File: config.mk
export PLATFORM = sky130hd
export DESIGN_NAME = uart_rx
export DESIGN_NICKNAME = d
export VERILOG_FILES = /design/src/rtl/uart_pkg.sv /design/src/rtl/uart_baud_tick.sv /design/src/rtl/uart_rx.sv
export SDC_FILE = /design/constraint.sdc
export NUM_CORES = 1
export LEC_CHECK = 0
export BUFFER_PORTS_ARGS = -buffer_cell sky130_fd_sc_hd__buf_2
export CORE_ASPECT_RATIO = 1.2
export CORE_MARGIN = 3
export CORE_UTILIZATION = 58
export DETAILED_ROUTE_END_ITERATION = 10
export GPL_ROUTABILITY_DRIVEN = 0
export PLACE_DENSITY = 0.75
export SLEW_MARGIN = 15
export SYNTH_ARGS = -nofsm -noshare
export SYNTH_HDL_FRONTEND = slang
export SYNTH_HIERARCHICAL = 1
export SYNTH_SLANG_ARGS = --single-unit
export TNS_END_PERCENT = 30
File: constraint.sdc
create_clock -name clock -period 3 [get_ports clock]
set_clock_uncertainty 0.05 [all_clocks]
set_input_delay 0.45 -clock clock [delete_from_list [all_inputs] [get_ports clock]]
set_output_delay 0.45 -clock clock [all_outputs]
set_load 0.01 [all_outputs]
File: src/rtl/uart_pkg.sv
// Shared UART definitions: FSM state encodings, oversampling constants and
// the baud divisor formula used by both the receiver and transmitter.
package uart_pkg;

   typedef enum logic [2:0] {
      ST_IDLE,
      ST_START,
      ST_DATA,
      ST_PARITY,
      ST_STOP,
      ST_BREAK
   } uart_state_t;

   localparam int unsigned OVERSAMPLE = 16;
   localparam int unsigned HALF       = 8;

   // Clocks per oversample tick, truncated toward zero.
   function automatic int unsigned baud_divisor(input int unsigned clock_hz,
                                                input int unsigned baud);
      return clock_hz / (baud * OVERSAMPLE);
   endfunction

endpackage

File: src/rtl/uart_baud_tick.sv
// Oversample prescaler: one-cycle tick every DIV clocks, restarted by a
// synchronous clear so the first tick lands a full period after the clear.
module uart_baud_tick #(
   parameter int unsigned DIV = 54
) (
   input  logic clock,
   input  logic reset,
   input  logic clear,
   output logic tick
);

   localparam int unsigned   CW   = (DIV > 1) ? $clog2(DIV) : 1;
   localparam logic [CW-1:0] LAST = CW'(DIV - 1);

   logic [CW-1:0] count;

   // Divide-by-DIV counter, wraps on the tick cycle or restarts on clear
   always_ff @(posedge clock or posedge reset) begin
      if (reset) begin
         count <= '0;
      end else if (clear || (count == LAST)) begin
         count <= '0;
      end else begin
         count <= count + CW'(1);
      end
   end

   assign tick = (count == LAST);

endmodule

File: src/rtl/uart_rx.sv
// 8-bit UART receiver, 16x oversampled, 1 start / 8 data LSB first /
// optional parity / 1 stop. Define UART_RX_PARITY_EN to include the parity
// bit; without it frames are 10 bits and parity_err is constant 0.
module uart_rx
   import uart_pkg::*;
#(
   parameter int unsigned CLOCK_FREQUENCY = 100_000_000,
   parameter int unsigned BAUD_RATE       = 115_200,
   parameter int unsigned PARITY_ODD      = 0
) (
   input  logic       clock,
   input  logic       reset,
   input  logic       rx,
   output logic [7:0] dout,
   output logic       rxready,
   output logic       frame_err,
   output logic       parity_err
);

   localparam int unsigned DIV       = baud_divisor(CLOCK_FREQUENCY, BAUD_RATE);
   localparam logic [3:0]  TICK_MID  = 4'(HALF - 1);
   localparam logic [3:0]  TICK_LAST = 4'(OVERSAMPLE - 1);
   localparam logic        ODD       = (PARITY_ODD != 0);

   logic        rx_meta;
   logic        rxs;
   logic        rxs_prev;
   logic        tick;
   logic        tick_clear;
   logic        rxs_fall;
   logic        mid_done;
   logic        bit_done;
   uart_state_t state;
   logic [3:0]  tick_cnt;
   logic [2:0]  bit_idx;
   logic [7:0]  shreg;

`ifdef UART_RX_PARITY_EN
   logic        par_bad;
`else
   logic        unused_parity_cfg;
   assign unused_parity_cfg = ODD;
`endif

   assign rxs_fall   = rxs_prev & ~rxs;
   assign tick_clear = (state == ST_IDLE) && rxs_fall;
   assign mid_done   = tick && (tick_cnt == TICK_MID);
   assign bit_done   = tick && (tick_cnt == TICK_LAST);

   uart_baud_tick #(
      .DIV (DIV)
   ) u_baud_tick (
      .clock (clock),
      .reset (reset),
      .clear (tick_clear),
      .tick  (tick)
   );

   // Two-flop synchronizer plus one delayed copy for falling-edge detect
   always_ff @(posedge clock or posedge reset) begin
      if (reset) begin
         rx_meta  <= 1'b1;
         rxs      <= 1'b1;
         rxs_prev <= 1'b1;
      end else begin
         rx_meta  <= rx;
         rxs      <= rx_meta;
         rxs_prev <= rxs;
      end
   end

   // Frame FSM with sampling datapath and registered one-cycle strobes
   always_ff @(posedge clock or posedge reset) begin
      if (reset) begin
         state      <= ST_IDLE;
         tick_cnt   <= '0;
         bit_idx    <= '0;
         shreg      <= '0;
         dout       <= '0;
         rxready    <= 1'b0;
         frame_err  <= 1'b0;
         parity_err <= 1'b0;
`ifdef UART_RX_PARITY_EN
         par_bad    <= 1'b0;
`endif
      end else begin
         rxready    <= 1'b0;
         frame_err  <= 1'b0;
         parity_err <= 1'b0;
         case (state)
            ST_IDLE: begin
               if (rxs_fall) begin
                  tick_cnt <= '0;
                  bit_idx  <= '0;
`ifdef UART_RX_PARITY_EN
                  par_bad  <= 1'b0;
`endif
                  state    <= ST_START;
               end
            end
            ST_START: begin
               if (mid_done) begin
                  tick_cnt <= '0;
                  state    <= rxs ? ST_IDLE : ST_DATA;
               end else if (tick) begin
                  tick_cnt <= tick_cnt + 4'd1;
               end
            end
            ST_DATA: begin
               if (bit_done) begin
                  tick_cnt <= '0;
                  shreg    <= {rxs, shreg[7:1]};
                  bit_idx  <= bit_idx + 3'd1;
                  if (bit_idx == 3'd7) begin
`ifdef UART_RX_PARITY_EN
                     state <= ST_PARITY;
`else
                     state <= ST_STOP;
`endif
                  end
               end else if (tick) begin
                  tick_cnt <= tick_cnt + 4'd1;
               end
            end
`ifdef UART_RX_PARITY_EN
            ST_PARITY: begin
               if (bit_done) begin
                  tick_cnt <= '0;
                  par_bad  <= rxs ^ (^shreg) ^ ODD;
                  state    <= ST_STOP;
               end else if (tick) begin
                  tick_cnt <= tick_cnt + 4'd1;
               end
            end
`endif
            ST_STOP: begin
               if (bit_done) begin
                  tick_cnt <= '0;
                  if (rxs) begin
                     dout    <= shreg;
                     rxready <= 1'b1;
`ifdef UART_RX_PARITY_EN
                     parity_err <= par_bad;
`endif
                     // Leaving at mid-stop lets a back-to-back start bit be caught
                     state   <= ST_IDLE;
                  end else begin
                     frame_err <= 1'b1;
                     state     <= ST_BREAK;
                  end
               end else if (tick) begin
                  tick_cnt <= tick_cnt + 4'd1;
               end
            end
            ST_BREAK: begin
               // A held-low line must go high before another frame is accepted
               if (rxs) begin
                  state <= ST_IDLE;
               end
            end
            default: begin
               state <= ST_IDLE;
            end
         endcase
      end
   end

endmodule

* Yosys cells after proc, flatten, opt, wreduce, memory -nomap -nowiden
Index checks and enable logic that the tools add are counted.
W data, S select, Z words.
** Word-level totals
- Register bits :: 37
- Input bits :: 3
- Word-level logic and storage cells :: 67
** Operators by class
- Add/sub/neg operators :: 3
- Eq/ne operators :: 14
- Multiplexer cells :: 24
- Bitwise logic cells :: 2
- Reductions and logical operators :: 13
** Operators with widths (count)
- $mux W3 :: 9
- $mux W4 :: 4
- $pmux W3 S5 :: 1
- $ne A2 B2 Y1 const B :: 6
- $pmux W4 S3 :: 1
- $eq A3 B3 Y1 const B :: 3
- $add A6 B1 Y6 const B :: 1
- $eq A6 B6 Y1 const B :: 1
- $mux W1 :: 6
- $mux W6 :: 1
- $pmux W3 S2 :: 1
- $reduce_and A3 Y1 :: 2
- $reduce_and A6 Y1 :: 1
- $add A4 B1 Y4 const B :: 1
- $eq A4 B3 Y1 const B :: 1
- $eq A4 B4 Y1 const B :: 1
- $reduce_and A2 Y1 :: 2
- $add A3 B1 Y3 const B :: 1
- $eq A3 B1 Y1 const B :: 1
- $eq A3 B2 Y1 const B :: 1
- $logic_and A1 B1 Y1 :: 3
- $logic_not A3 Y1 :: 1
- $reduce_bool A3 Y1 :: 1
- $mux W2 :: 1
- other kinds (5) :: 5

* Depth between registers and ports, before layout
Gate-level depths: netlist of the first run.
- Depth after elaboration :: 5
- Depth in mapped cells :: 8
- Mapped depth without buffers :: 7

* Hierarchy
Netlist of the first run, hierarchy kept.
** Modules (own cells, without submodules)
- uart_rx :: instances 1, cells an instance 113, area each 1395.1 µm², sequential area each 779.5 µm²
- uart_baud_tick :: instances 1, cells an instance 27, area each 294.0 µm², sequential area each 150.1 µm²

* Worst setup path before layout of the first run
No wires, ideal clock.
- Kind :: register -> register
- Start point :: register u_baud_tick.count[1]
- End point :: register dout[0]
- Library setup time :: 0.125 ns
- Data arrival time :: 2.098 ns
- Required time :: 2.825 ns
- Slack :: 0.727 ns
- Stages on the path, launching flop included :: 8
- Path buffers :: 0
- Cell sequence :: dfrtp_1 > inv_1 > ha_1 > and4_2 > nand3_1 > or3_4 > nor4b_4 > mux2_2
** On the way
- Cells in the longest elaborated chain, start to end :: 3
** Ends and longest elaborated chain
- from (decl) :: RTL line uart_baud_tick.sv:15 : logic [CW-1:0] count;
- from (signal assigned) :: RTL line uart_baud_tick.sv:24 : count <= count + CW'(1);
- $eq A6 B6 Y1 :: RTL line uart_baud_tick.sv:28 : assign tick = (count == LAST);
- named net tick :: RTL line uart_rx.sv:28 : logic tick;
- $logic_and A1 B1 Y1 :: RTL line uart_rx.sv:48 : assign bit_done = tick && (tick_cnt == TICK_LAST);
- $reduce_and A3 Y1 (no source line)
- to (signal assigned) :: RTL line uart_rx.sv:140 : dout <= shreg;
- to (decl) :: RTL line uart_rx.sv:14 : output logic [7:0] dout,
The timed path passes the listed nets, and every way through them passes these cells.
A chain may end at the register's enable or synchronous reset.

* Final worst setup path of the first run
Same ends and word-level chain as after synthesis.

==> impl_metrics.yaml, run 1 <==
finish:
  layout_common_cells: "dfrtp_1, mux2_2, buf_2, nand2_1, nor2_1"
  num_antenna_cells: 0
  fin_util_pct: 69.8
  drive_above_1_share_pct: 31.6
  nNetsFinal: 165
  area_growth_pct: 9.56
  design_area_um2: 1850
  final_common_cell: "dfrtp_1"
  instances_no_fill: 191
  final.fill_count: 203
logic_synthesis:
  ys_warn_count: 6
  syn_area_um2: 1690
  synth-seq-cells: 37
  syn_area_per_cell_um2: 12.1
  seq_area_frac_synth_pct: 55.0
  netlist_instances: 140
  synth_cell_types: 37
  synth_nets: 148
floorplan:
  rows: 20
  die_area_um2: 3600
  ios: 14
  core_um2: 2650
  die_w_um: 55.3
  die_h_um: 65.1
  start_util_pct: 63.7
worst_setup_path:
  crit_required_ns: 3.18
  crit_type: "register to register"
  max_stage_delay_ns: 0.57
  endpoint_kind: "register"
  r2r_cells: 7
  critPathLaunchType: "register"
  crit_fanout: 9
  crit_arrival_ns: 2.75
  cp_slowest_cell: "nor4b_4"
  r2r_setup_slack_ns: 0.43
  crit_chain: "inv_1 -> ha_1 -> and4_2 -> nand3_1 -> or3_4 -> nor4b_4 -> mux2_2"
worst_hold_path:
  hold_depth: 1
  holdCritPathClass: "input pin to register"
sta:
  min_period_over_period_pct: 85.5
  slew_violations: 0
  finalSetupViolCount: 0
  period_needed_ns: 2.57
  max_slew.worst_pin.slew_ns: 0.641
  max_freq_mhz: 390
  finalHoldViolCount: 0
  setup_tns_ns: 0
  fin_ws_ns: 0.434
  rsz0062_at_grt: "false"
  relSlewSlack_pct: 57.1
status:
  status: "finished clean"
grt:
  antenna_found_initial: 0
  grt_first_pass_wirelength_mm: 4.99
  grt.overflow.total: 0
  grt.total_usage_pct: 18.0
  grt_max_degree: 32
  grt_pass1_vias: 1114
clock_network:
  postCtsSetupBuffers: 0
  cts-buffers-inserted: 5
  clk_pin_slew_ns: 0.10
  cts_tree: "built"
  cts.sinks: 37
  clock_latency_ns: 0.35
  clockBufferDepth: 2
  cts-root-buf: "clkbuf_4"
  h-tree-depth: 2
detailed_routing:
  ant_nets: 0
  viasPerCell: 5.67
  drt-pass1-iter-count: 4
  avgRoutedWirePerCell_um: 14.5
  drt_iter0_drc: 42
  vias: 1083
  totalWireLength_mm: 2.77
  drt_drc_violations_left: 0
power_and_ir_drop:
  peakVddDrop_mv: 0.516
  p_leak_nw: 0.923
  power_density_nw_per_um2: 660
job:
  cap_viol_max_count: 0
placed_design:
  hpwl_mm: 1.95
  port_buffers: 12
  place_ws_ns: 0.436
  place_area_um2: 1790
  place_inst: 182
==> per-layer routing <==
layer	GRT usage, %	vias up	share of wire (%)
met5	0	-	0
met4	10.0	0	2.0
met3	4.72	7	3.5
met2	29.6	18	50
met1	21.4	535	44
li1	-	523	-
==> metrics by stage <==
stage	hold slack [ns]	power (mW)
after floorplan	0.191	0.901
after global placement	0.297	0.950
after detailed placement	0.301	0.974
after CTS	0.126	1.23
after global routing	0.120	1.31
final	0.147	1.22
==> flip-flops by register name, indices dropped and copies added, names as in the netlist <==
register and cells:
tick_cnt 4, shreg 8, rxs 1, state 3, rxs_prev 1, u_baud_tick/count 6, dout 8, frame_err 1
rx_meta 1, rxready 1, bit_idx 3
==> kinds of logic (layout without fill, tap and decap cells) <==
family          count (synthesis)  after routing  synth area share, %
compound gates                 22             22                 8.74
xor+xnor                        5              5                 2.59
fa+ha+maj                       6              6                 4.30
buf+inv                        12             30                 3.11
flops                          37             37                 55.0
mux                            20             20                 13.2
other cells                     1              1                0.222
simple gates                   37             37                 12.8
==> timing repair <==
item / in CTS / in global routing
gates resized for setup: 0 / 0
hold buffers: 1 / 0
hold endpoints to repair: 6 / 0
==> report_power, final <==
part | switching, mW | internal [mW] | total [mW]
sequential | 0.0980 | 0.555 | 0.653
clock | 0.165 | 0.0883 | 0.253
combinational | 0.180 | 0.135 | 0.314
==> path summary, 6_finish.rpt <==
kind | start | endpoint
worst min-delay path | rx | rx_meta
worst max register to register | u_baud_tick/count[1] | dout[0]
min in group asynchronous | reset | u_baud_tick/count[3]
worst max-delay path | u_baud_tick/count[1] | dout[0]
worst min register to register | rx_meta | rxs
max in group asynchronous | reset | rxs
==> synth_stat cells <==
library cell | n | area (µm²)
o211ai_1 | 1 | 7.51
a21oi_2 | 1 | 8.76
a41o_2 | 1 | 11.3
nand3_1 | 3 | 15.0
nand3_2 | 1 | 10.0
buf_4 | 1 | 7.51
clkbuf_1 | 1 | 3.75
nand2_1 | 10 | 37.5
inv_1 | 7 | 26.3
ha_1 | 5 | 62.6
o22a_1 | 1 | 8.76
nor2b_1 | 2 | 12.5
xor2_1 | 4 | 35.0
or3_1 | 2 | 12.5
nand2b_1 | 4 | 25.0
nand4_1 | 1 | 6.26
a21oi_1 | 5 | 25.0
nor4bb_1 | 1 | 10.0
xnor2_1 | 1 | 8.76
dfstp_2 | 3 | 78.8
o2111ai_1 | 2 | 17.5
conb_1 | 1 | 3.75
o21ai_0 | 5 | 25.0
a211o_1 | 1 | 8.76
maj3_1 | 1 | 10.0
nor4b_4 | 1 | 23.8
mux2i_1 | 2 | 20.0
nor2_1 | 8 | 30.0
a21boi_0 | 1 | 7.51
a31oi_1 | 3 | 18.8
a22o_1 | 1 | 8.76
buf_2 | 3 | 15.0
mux2_2 | 18 | 203
and4_2 | 1 | 10.0
or3_4 | 1 | 11.3
nor4_1 | 2 | 12.5
dfrtp_1 | 34 | 851
==> cell type report <==
type                       count  area [µm²]  area share (%)
timing repair buffer          15        85.1            4.60
inverter                       7        26.3            1.42
tap                           33        41.3            2.23
clock buffer                   5        37.5            2.03
multi-input combinational     91         713            38.5
clock inverter                 3        17.5           0.947
sequential                    37         930            50.2
==> critical path, delay by kind of cell, from the launching register on <==
| kind | cells | cell delay, ns |
|---|---|---|
| DFF | 1 | 0.42 |
| adders and majority gates | 1 | 0.15 |
| muxes | 1 | 0.41 |
| and+or+nand+nor | 4 | 1.36 |
| buffers and inverters | 1 | 0.07 |
No activity file was read; power rests on OpenSTA's default activity.
==> run 2, diff against run 1 <==
--- a/config.mk
+++ b/config.mk
@@ -12,6 +12,7 @@
 export DETAILED_ROUTE_END_ITERATION = 10
 export GPL_ROUTABILITY_DRIVEN = 0
 export PLACE_DENSITY = 0.75
+export RECOVER_POWER = 100
 export SLEW_MARGIN = 15
 export SYNTH_ARGS = -nofsm -noshare
 export SYNTH_HDL_FRONTEND = slang
==> run 2 against run 1 <==
The run now ends with capacitance limit, slew limit left. First-iteration DRC count down 21%. Core utilization is 1.3 points lower. Worst hold slack better by 0.0044 ns. Sequential share of layout area grew 0.97 points. Combinational power hardly changed. Sequential power barely moved. Largest power group unchanged.
==> impl_metrics.yaml, run 2 (same netlist as run 1, synthesis figures left out) <==
sta:
  max_slew.worst_pin.slew_ns: 1.59
  period_needed_ns: 2.57
  setup_tns_ns: 0
  max_freq_mhz: 389
  finalSetupViolCount: 0
  relSlewSlack_pct: -5.74
  finalHoldViolCount: 0
  fin_ws_ns: 0.428
  rsz0062_at_grt: "false"
  min_period_over_period_pct: 85.7
  slew_violations: 32
detailed_routing:
  drt-pass1-iter-count: 4
  avgRoutedWirePerCell_um: 14.4
  vias: 1088
  drt_drc_violations_left: 0
  ant_nets: 0
  drt_iter0_drc: 33
  totalWireLength_mm: 2.75
  viasPerCell: 5.70
placed_design:
  place_ws_ns: 0.436
  port_buffers: 12
  hpwl_mm: 1.95
status:
  status: "complete, but fails checks"
  violations: "capacitance limit, slew limit"
finish:
  area_growth_pct: 7.48
  top_regs: "dout (8), shreg (8), u_baud_tick/count (6)"
  nNetsFinal: 165
  drive_above_1_share_pct: 19.6
  num_antenna_cells: 0
  layout_common_cells: "dfrtp_1, mux2_2, clkbuf_1, nand2_1, nor2_1"
  final_common_cell: "dfrtp_1"
clock_network:
  clockBufferDepth: 2
  cts.sinks: 37
  h-tree-depth: 2
  clk_pin_slew_ns: 0.11
  cts-buffers-inserted: 5
  cts-root-buf: "clkbuf_4"
  cts_tree: "built"
  clock_latency_ns: 0.34
worst_setup_path:
  critPathLaunchType: "register"
  crit_fanout: 9
  critPathBufInv: 1
  crit_required_ns: 3.19
  max_stage_delay_ns: 0.57
  cp_top_family: "simple AND/OR/NAND/NOR gates"
  crit_chain: "inv_1 -> ha_1 -> and4_1 -> nand3_1 -> or3_1 -> nor4b_4 -> mux2_2"
  cp_slowest_cell: "nor4b_4"
  endpoint_kind: "register"
  crit_arrival_ns: 2.76
  crit_type: "register to register"
floorplan:
  start_util_pct: 63.7
  ios: 14
  die_w_um: 55.3
  core_um2: 2650
  die_area_um2: 3600
  die_h_um: 65.1
  rows: 20
grt:
  grt_max_degree: 32
  grt.total_usage_pct: 18.0
  grt.overflow.total: 0
  grt_pass1_vias: 1114
  antenna_found_initial: 0
  grt_first_pass_wirelength_mm: 4.99
worst_hold_path:
  holdCritPathClass: "input pin to register"
power_and_ir_drop:
  finalPower_mw: 1.22
  p_leak_nw: 0.870
  power_density_nw_per_um2: 670
  peakVddDrop_mv: 0.513
job:
  cap_viol_max_count: 1
-- run 2: cell types whose count changed in the layout (fill, tap and decap cells not counted), sizes merged --
| cell | previous run | this run |
|---|---|---|
| buf | 14 | 1 |
| clkbuf | 5 | 18 |
-- run 2: area by class of cell --
type,instances,area (µm²)
fillers,215,837
inverters,7,26.3
flip-flops and latches,37,930
well taps,33,41.3
repair buffers,15,63.8
multi-input cells,91,699
clock buffers,5,37.5
clock inverters,3,17.5
-- run 2: metal layers --
metal | share of wire, % | global-route usage, % | routed length, µm
met1 | 45 | 21.4 | 1230
met2 | 50 | 29.6 | 1380
met3 | 3.5 | 4.72 | 96
met4 | 1.7 | 10.0 | 47
met5 | 0 | 0 | 0
-- run 2: final timing paths --
| kind | start | to | slack [ns] | depth (start not counted) |
|---|---|---|---|---|
| setup / recovery | u_baud_tick/count[1] | dout[6] | 0.43 | 7 |
| hold / removal | rx | rx_meta | 0.15 | 1 |
| setup reg to reg | u_baud_tick/count[1] | dout[6] | 0.43 | 7 |
| hold reg to reg | rx_meta | rxs | 0.31 | 0 |
| max in group asynchronous | reset | shreg[2] | 0.85 | 4 |
| min in group asynchronous | reset | u_baud_tick/count[3] | 0.51 | 3 |
-- run 2: through the flow --
stage	hold WS, ns	std cells	instance area [µm²]	util (%)
floorplan	0.191	140	1690	-
finish	0.151	191	1820	68.4
detailed placement	0.301	182	1790	67.3
global route	0.120	191	1820	68.4
global placement	0.297	182	1790	67.3
CTS	0.126	191	1850	69.8
-- run 2: timing repair --
action,CTS,global route
gates resized for setup,0,0
endpoints found under the hold margin,6,0
hold buffers,1,0
buffers inserted,0,0
-- run 2: power by group --
| group | total [mW] | internal, mW | switching [mW] |
|---|---|---|---|
| sequential | 0.652 | 0.555 | 0.0965 |
| combinational | 0.312 | 0.133 | 0.179 |
| clock | 0.252 | 0.0883 | 0.164 |
| total | 1.22 | 0.776 | 0.440 |
